--- src/rtl/video_source_mux.sv ---
// N-channel RGB source selector for the VGA driver. Source swaps happen only on
// frame boundaries, with an optional multi-frame fade-to-black between sources.
module video_source_mux #(
  parameter int unsigned N_SRC       = 4,
  parameter int unsigned COLOR_W     = 8,
  parameter int unsigned FADE_EN     = 1,
  parameter int unsigned FADE_LOG2   = 3,
  parameter int unsigned DEFAULT_SEL = 0,
  localparam int unsigned SEL_W      = $clog2(N_SRC)
) (
  input  logic                       clk,
  input  logic                       reset_n,
  input  logic                       frame_start,
  input  logic                       sel_valid,
  input  logic [SEL_W-1:0]           sel,
  input  logic [N_SRC*COLOR_W-1:0]   r_in,
  input  logic [N_SRC*COLOR_W-1:0]   g_in,
  input  logic [N_SRC*COLOR_W-1:0]   b_in,
  output logic [COLOR_W-1:0]         r,
  output logic [COLOR_W-1:0]         g,
  output logic [COLOR_W-1:0]         b,
  output logic [SEL_W-1:0]           active_sel,
  output logic                       busy
);

  localparam int unsigned LVL_W  = FADE_LOG2 + 1;
  localparam int unsigned PROD_W = COLOR_W + FADE_LOG2 + 1;
  localparam logic [LVL_W-1:0] LVL_MAX = LVL_W'(2 ** FADE_LOG2);
  localparam logic [LVL_W-1:0] LVL_ONE = LVL_W'(1);

  typedef enum logic [2:0] {
    ST_IDLE,
    ST_FADE_OUT,
    ST_BLACK,
    ST_FADE_IN,
    ST_CUT_WAIT
  } state_t;

  state_t           state, state_nxt;
  logic [SEL_W-1:0] pend, pend_nxt;
  logic [SEL_W-1:0] active_nxt;
  logic [LVL_W-1:0] level, level_nxt;
  logic             req_ok;
  logic             fs_eff;

  logic [COLOR_W-1:0] r_arr [N_SRC];
  logic [COLOR_W-1:0] g_arr [N_SRC];
  logic [COLOR_W-1:0] b_arr [N_SRC];
  logic [PROD_W-1:0]  prod_r, prod_g, prod_b;

  // Unpack the flat per-source colour buses
  for (genvar i = 0; i < int'(N_SRC); i++) begin : g_unpack
    assign r_arr[i] = r_in[i*COLOR_W +: COLOR_W];
    assign g_arr[i] = g_in[i*COLOR_W +: COLOR_W];
    assign b_arr[i] = b_in[i*COLOR_W +: COLOR_W];
  end

  // Out-of-range requests are dropped; an accepted request consumes a coincident frame_start
  assign req_ok = sel_valid && (32'(sel) < N_SRC);
  assign fs_eff = frame_start && !req_ok;

  // Next-state logic
  always_comb begin
    state_nxt  = state;
    pend_nxt   = pend;
    level_nxt  = level;
    active_nxt = active_sel;
    if (FADE_EN != 0) begin
      case (state)
        ST_IDLE: begin
          if (req_ok && (sel != active_sel)) begin
            pend_nxt  = sel;
            state_nxt = ST_FADE_OUT;
          end
        end
        ST_FADE_OUT: begin
          if (req_ok) begin
            pend_nxt = sel;
            // Reversing before any dimming step lands straight back in IDLE
            if (sel == active_sel) begin
              state_nxt = (level == LVL_MAX) ? ST_IDLE : ST_FADE_IN;
            end
          end else if (fs_eff) begin
            level_nxt = level - LVL_ONE;
            if (level == LVL_ONE) begin
              state_nxt = ST_BLACK;
            end
          end
        end
        ST_BLACK: begin
          if (req_ok) begin
            pend_nxt = sel;
          end else if (fs_eff) begin
            active_nxt = pend;
            level_nxt  = LVL_ONE;
            state_nxt  = ST_FADE_IN;
          end
        end
        ST_FADE_IN: begin
          if (req_ok) begin
            if (sel != active_sel) begin
              pend_nxt  = sel;
              state_nxt = ST_FADE_OUT;
            end
          end else if (fs_eff) begin
            level_nxt = level + LVL_ONE;
            if (level == (LVL_MAX - LVL_ONE)) begin
              state_nxt = ST_IDLE;
            end
          end
        end
        default: state_nxt = ST_IDLE;
      endcase
    end else begin
      case (state)
        ST_IDLE: begin
          if (req_ok && (sel != active_sel)) begin
            pend_nxt  = sel;
            state_nxt = ST_CUT_WAIT;
          end
        end
        ST_CUT_WAIT: begin
          if (req_ok) begin
            pend_nxt = sel;
          end else if (fs_eff) begin
            active_nxt = pend;
            state_nxt  = ST_IDLE;
          end
        end
        default: state_nxt = ST_IDLE;
      endcase
    end
  end

  // Control registers
  always_ff @(posedge clk or negedge reset_n) begin
    if (!reset_n) begin
      state      <= ST_IDLE;
      pend       <= SEL_W'(DEFAULT_SEL);
      active_sel <= SEL_W'(DEFAULT_SEL);
      level      <= LVL_MAX;
      busy       <= 1'b0;
    end else begin
      state      <= state_nxt;
      pend       <= pend_nxt;
      active_sel <= active_nxt;
      level      <= level_nxt;
      busy       <= (state_nxt != ST_IDLE);
    end
  end

  // Dimming multiply; level = LVL_MAX is an exact pass-through
  always_comb begin
    prod_r = PROD_W'(r_arr[active_sel]) * PROD_W'(level);
    prod_g = PROD_W'(g_arr[active_sel]) * PROD_W'(level);
    prod_b = PROD_W'(b_arr[active_sel]) * PROD_W'(level);
  end

  always_ff @(posedge clk or negedge reset_n) begin
    if (!reset_n) begin
      r <= '0;
      g <= '0;
      b <= '0;
    end else begin
      r <= COLOR_W'(prod_r >> FADE_LOG2);
      g <= COLOR_W'(prod_g >> FADE_LOG2);
      b <= COLOR_W'(prod_b >> FADE_LOG2);
    end
  end

endmodule
--- config.mk ---
export PLATFORM = sky130hd
export DESIGN_NAME = video_source_mux
export DESIGN_NICKNAME = d
export VERILOG_FILES = /design/src/rtl/video_source_mux.sv
export SDC_FILE = /design/constraint.sdc
export NUM_CORES = 1
export LEC_CHECK = 0
export ABC_AREA = 1
export BUFFER_PORTS_ARGS = -buffer_cell sky130_fd_sc_hd__buf_2
export CAP_MARGIN = 40
export CORE_MARGIN = 2
export CORE_UTILIZATION = 31
export DETAILED_ROUTE_END_ITERATION = 10
export GPL_ROUTABILITY_DRIVEN = 0
export GPL_TIMING_DRIVEN = 0
export SLEW_MARGIN = 0
export SYNTH_ARGS = -nofsm -noshare
export SYNTH_HDL_FRONTEND = slang
export SYNTH_SLANG_ARGS = --single-unit
--- constraint.sdc ---
create_clock -name clk -period 4.97 [get_ports clk]
set_input_delay 0.2485 -clock clk [delete_from_list [all_inputs] [get_ports clk]]
set_output_delay 0.2485 -clock clk [all_outputs]
set_load 0.05 [all_outputs]
==> results of run 1 <==
[critical path, delay by kind of cell (launching register included)]
kind / cells / cell delay, ns
adders and majority gates: 3 / 1.41
and+or+nand+nor: 4 / 0.56
AOI/OAI and AO/OA: 3 / 0.42
xor gates and xnor gates: 1 / 0.15
buffers and inverters: 5 / 0.89
DFF: 1 / 0.49
[state kept, by name, indices dropped and copies added, names as in the netlist]
signal      count
busy            1
g               8
r               8
active_sel      2
state           3
level           4
pend            2
b               8
[cells by family after synthesis]
logic type	Yosys count	synth area share, %
AND/OR/NAND/NOR	358	34.2
buffers and inverters	120	10.6
adder cells (fa/ha/maj)	75	25.5
AO/OA/AOI/OAI	52	6.28
flip-flops	36	19.0
XOR/XNOR	23	4.25
other	1	0.0791
[timing repair]
item / in CTS / in global routing
hold buffers: 1 / 0
buffers inserted: 0 / 0
gates resized for setup: 0 / 0
hold endpoints to repair: 14 / 0
[metal layers]
layer | part of all wire (%) | routed length [um] | track usage, %
met5 | 0 | 0 | 0
met3 | 6.0 | 831 | 2.75
met4 | 2.3 | 311 | 4.98
met1 | 45 | 6230 | 22.9
met2 | 46 | 6400 | 28.7
[layout make-up]
cell class / instances / area, um^2
Multi-Input combinational cell: 509 / 3330
Clock buffer: 5 / 125
Sequential cell: 36 / 902
Buffer: 26 / 149
Tap cell: 188 / 235
Clock inverter: 3 / 23.8
Timing Repair Buffer: 130 / 671
Fill cell: 1604 / 9300
Inverter: 94 / 355
[worst max-delay path by stage]
stage                                          from  slack [ns]             end  cells after the start
after detailed placement  active_sel[1]$_DFFE_PN0P_        0.92  r[7]$_DFF_PN0_                     16
final                     active_sel[1]$_DFFE_PN0P_        0.92  g[5]$_DFF_PN0_                     16
after global routing      active_sel[1]$_DFFE_PN0P_        0.60  g[5]$_DFF_PN0_                     16
after floorplan           active_sel[1]$_DFFE_PN0P_        1.24  r[7]$_DFF_PN0_                     16
after global placement    active_sel[1]$_DFFE_PN0P_        0.89  r[7]$_DFF_PN0_                     16
after CTS                 active_sel[1]$_DFFE_PN0P_        0.89  r[7]$_DFF_PN0_                     16
[Yosys cell counts]
cell type / n / area share (%)
a21oi_1: 29 / 3.1
a32o_1: 3 / 0.63
buf_1: 1 / 0.079
buf_2: 14 / 1.5
buf_4: 1 / 0.16
buf_6: 4 / 0.95
clkbuf_1: 6 / 0.48
conb_1: 1 / 0.079
dfrtp_1: 35 / 18
dfstp_2: 1 / 0.55
fa_1: 36 / 15
ha_1: 39 / 10
inv_1: 91 / 7.2
inv_2: 2 / 0.16
inv_4: 1 / 0.13
nand2_1: 180 / 14
nand2_2: 13 / 1.7
nand3_1: 62 / 6.5
nand3_2: 15 / 3.2
nand4_1: 6 / 0.79
nand4_4: 1 / 0.45
nor2_1: 69 / 5.5
nor2_2: 4 / 0.53
nor2_4: 3 / 0.71
nor3_1: 3 / 0.32
nor4_1: 1 / 0.13
o211ai_1: 2 / 0.32
o21a_1: 1 / 0.16
o21ai_0: 8 / 0.84
o21ai_1: 4 / 0.42
o21bai_1: 2 / 0.32
o311ai_0: 2 / 0.37
o31ai_1: 1 / 0.16
or2_2: 1 / 0.13
xnor2_1: 5 / 0.92
xor2_1: 18 / 3.3
[stage by stage]
stage | utilization, % | instance area, um^2 | instances | hold WS, ns
after floorplan | - | 4740 | 665 | -0.0471
after global placement | 37.2 | 5620 | 981 | 0.421
after detailed placement | 37.3 | 5640 | 982 | 0.187
after CTS | 38.4 | 5790 | 991 | 0.204
after global routing | 38.4 | 5790 | 991 | 0.224
final | 38.4 | 5790 | 991 | 0.213
==> out/metrics.csv, run 1 <==
metric;value;unit
Min-Delay Endpoint;pend[0]$_DFFE_PN0P_;
Total Nets Final;979;
fin crit period;4.05;ns
antenna cells;0;
Core Rows;45;
vias in the first global route;4427;
layout cell share with drive strength beyond 1;24.5;%
Critical Path Source Type;flop;
Final period util;81.6;%
DR vias;4551;
largest net degree at the start of global routing;23;
max-slew violation count;0;
reg2reg end;g[5]$_DFF_PN0_;
synthesized area per cell;7.13;um^2
commonest non-fill, non-tap cell in the layout;nand2_1;
CTS Root Cell;clkbuf_16;
Final Hold Fails;0;
htree depth;2;
first-pass GRT wire length;22000;um
Port Buffers;128;
Distinct cells, synth;36;
Area growth, synth to finish;22.3;%
Clock Pin Slew Worst Setup and Hold Paths;0.06;ns
Avg Vias per Cell;4.59;
DIE AREA;16300;um^2
Mapped Nets;842;
worst clock skew;0.00756;ns
pre-CTS setup slack;0.923;ns
commonest non-fill, non-tap cells in the layout;nand2_1, buf_2, inv_1;
Syn. warnings;0;
Core ar.;15100;um^2
Reg2Reg Depth;16;
die width;128;um
Hold Path Stages;3;
Final setup viols;0;
GRT overflow;0;
status;complete, no violations;
post-synthesis cell area;4740;um^2
CTS buffer count;5;
sequential share of the synthesized area;19.0;%
Clock Path Buffers;2;
Crit Path Category;reg -> reg;
setup ws final;0.916;ns
final wirelength;13800;um
HPWL after detailed placement;11400;um
Rel. slew slack;62.1;%
Initial DRC Count;253;
CP max stage delay;0.55;ns
overall routing resource usage;17.1;%
Max-Cap Viols;0;
Die H;128;um
TritonRoute pass-1 iters;5;
actual slew at the worst max-slew pin;0.569;ns
WP data arrival;4.22;ns
Slowest-stage cell, CP;fa_1;
HP Class;in -> reg;
fmax;247;MHz
CTS sink cnt;36;
Routed WL per cell;13.9;um
RR Startpoint;active_sel[1]$_DFFE_PN0P_;
DR DRC count;0;
Seq cells post-synth;36;
Starting Density;31.4;%
io pins;129;
critical path required time;5.14;ns
RSZ-0062 raised after global routing;no;
worst-path cell chain;inv_4 -> buf_2 -> buf_2 -> nand3_1 -> nand2_1 -> nor2_1 -> fa_1 -> inv_1 -> fa_1 -> inv_1 -> ha_1 -> a21oi_1 -> nand2_1 -> a21oi_1 -> o21ai_0 -> xor2_1;
Critical Path Fanout Max;10;
endpoint type of the worst setup path;flop;
Worst-Skew Late Latency;0.29;ns
flop-to-flop setup slack;0.92;ns
CTS tree;done;
Post-Syn Instances;665;
setup TNS;0;ns
initial antenna violation count;0;
HP Start;sel[0];
DRT antenna net count;0;
Power of run 1 is left out: the tool's default activity adds up to more than one toggle a clock period on the data nets, which glitch-free logic cannot reach.
==> run 2, diff against run 1 <==
==> constraint.sdc (replaced) <==
create_clock -name clk -period 3.4 [get_ports clk]
set_input_delay 0.17 -clock clk [delete_from_list [all_inputs] [get_ports clk]]
set_output_delay 0.17 -clock clk [all_outputs]
set_load 0.05 [all_outputs]
==> out/metrics.csv, run 2 (synthesis results as in run 1) <==
metric;value;unit
critical path required time;3.56;ns
Critical Path Fanout Max;5;
fillcell total;1555;
DR vias;4896;
worst clock skew;0.00844;ns
Clock Pin Slew Worst Setup and Hold Paths;0.06;ns
DR DRC count;0;
Initial DRC Count;225;
HP Start;sel[1];
Final period util;98.8;%
Largest regs;b (8), g (8), r (8);
WP data arrival;3.52;ns
reg2reg end;b[7]$_DFF_PN0_;
fin crit period;3.36;ns
antenna cells;0;
register area;907;um^2
Reg2Reg Depth;16;
Starting Density;31.4;%
RSZ-0062 raised after global routing;yes;
status;complete, no violations;
setup TNS;0;ns
CP max stage delay;0.53;ns
Placed Cells;982;
Final setup viols;0;
Core Rows;45;
actual slew at the worst max-slew pin;0.552;ns
endpoint type of the worst setup path;flop;
Die H;128;um
CTS tree;done;
flop-to-flop setup slack;0.04;ns
fin cells;1026;
DIE AREA;16300;um^2
fmax;298;MHz
htree depth;2;
die width;128;um
commonest non-fill, non-tap cells in the layout;nand2_1, buf_2, inv_1;
Total Nets Final;1015;
Worst-Skew Late Latency;0.29;ns
commonest non-fill, non-tap cell in the layout;nand2_1;
HPWL after detailed placement;11600;um
Critical path buffers and inverters;5;
DRT antenna net count;0;
Routed WL per cell;14.9;um
Final Hold Fails;0;
max-slew violation count;0;
layout cell share with drive strength beyond 1;38.5;%
Hold Path Stages;3;
overall routing resource usage;18.5;%
Rel. slew slack;63.2;%
RR Startpoint;active_sel[1]$_DFFE_PN0P_;
Multi-input gate area;3790;um^2
Clock Path Buffers;2;
initial antenna violation count;0;
vias in the first global route;4755;
Critical Path Source Type;flop;
CTS buffer count;5;
Min-Delay Endpoint;pend[1]$_DFFE_PN0P_;
largest net degree at the start of global routing;21;
Slowest-stage cell, CP;dfrtp_4;
GRT overflow;0;
CTS sink cnt;36;
first-pass GRT wire length;23500;um
Core ar.;15100;um^2
Max-Cap Viols;0;
crit-path leading delay family;adder cells;
worst-path cell chain;inv_8 -> buf_12 -> bufbuf_16 -> nand3_4 -> nand2_2 -> nor2_1 -> fa_1 -> inv_2 -> fa_1 -> inv_2 -> ha_4 -> a21oi_2 -> nand2_2 -> nand4_1 -> o311ai_2 -> xor2_1;
Port Buffers;128;
final wirelength;15300;um
Crit Path Category;reg -> reg;
HP Class;in -> reg;
Avg Vias per Cell;4.77;
io pins;129;
CTS Root Cell;clkbuf_16;
Area growth, synth to finish;42.7;%
TritonRoute pass-1 iters;5;
==> run 2: worst max path at each step <==
| stage | start | endpoint | slack [ns] | depth (start not counted) |
|---|---|---|---|---|
| 2_1_floorplan | active_sel[0]$_DFFE_PN0P_ | r[7]$_DFF_PN0_ | -0.005 | 17 |
| 3_3_place_gp | level[3]$_DFFE_PN1P_ | r[7]$_DFF_PN0_ | -0.50 | 15 |
| 3_5_place_dp | level[1]$_DFFE_PN0P_ | b[7]$_DFF_PN0_ | -0.54 | 15 |
| 4_1_cts | active_sel[1]$_DFFE_PN0P_ | b[7]$_DFF_PN0_ | -0.004 | 16 |
| 5_1_grt | active_sel[0]$_DFFE_PN0P_ | b[6]$_DFF_PN0_ | -0.11 | 19 |
| 6_report | active_sel[1]$_DFFE_PN0P_ | b[7]$_DFF_PN0_ | 0.04 | 16 |
==> run 2: final cells by class <==
class                           count  share of cell area [%]
Multi-Input combinational cell    509                    56.0
Inverter                           94                    5.40
Sequential cell                    36                    13.4
Timing Repair Buffer              167                    15.3
Tap cell                          188                    3.48
Clock buffer                        7                    2.26
Buffer                             25                    4.14
==> run 2: per-layer routing <==
metal / share of wire [%] / global-route usage, %
met2: 49 / 31.4
met1: 44 / 24.1
met5: 0 / 0
met3: 5.8 / 3.13
met4: 2.1 / 6.08
==> run 2: worst min-delay path, cell delays in order <==
cell and delay (ns):
buf_2 0.11, inv_1 0.05, o21ai_1 0.06
==> run 2: repair_timing <==
action,in CTS,in global routing
cloned,1,2
hold buffers,1,0
setup endpoints to repair,19,14
gates resized for setup,69,67
pin swaps,13,41
setup buffers,12,22
hold endpoints to repair,16,0
==> run 2: stage by stage <==
stage	setup WS, ns	utilization, %	hold WS, ns	cell area [um^2]
after detailed placement	-0.539	37.8	0.153	5700
final	0.0409	44.8	0.132	6760
after floorplan	-0.00483	-	-0.126	4800
after CTS	-0.00400	41.5	0.131	6270
after global placement	-0.499	37.6	0.341	5680
after global routing	-0.111	44.8	0.146	6760
Power of run 2 is left out for the same reason.
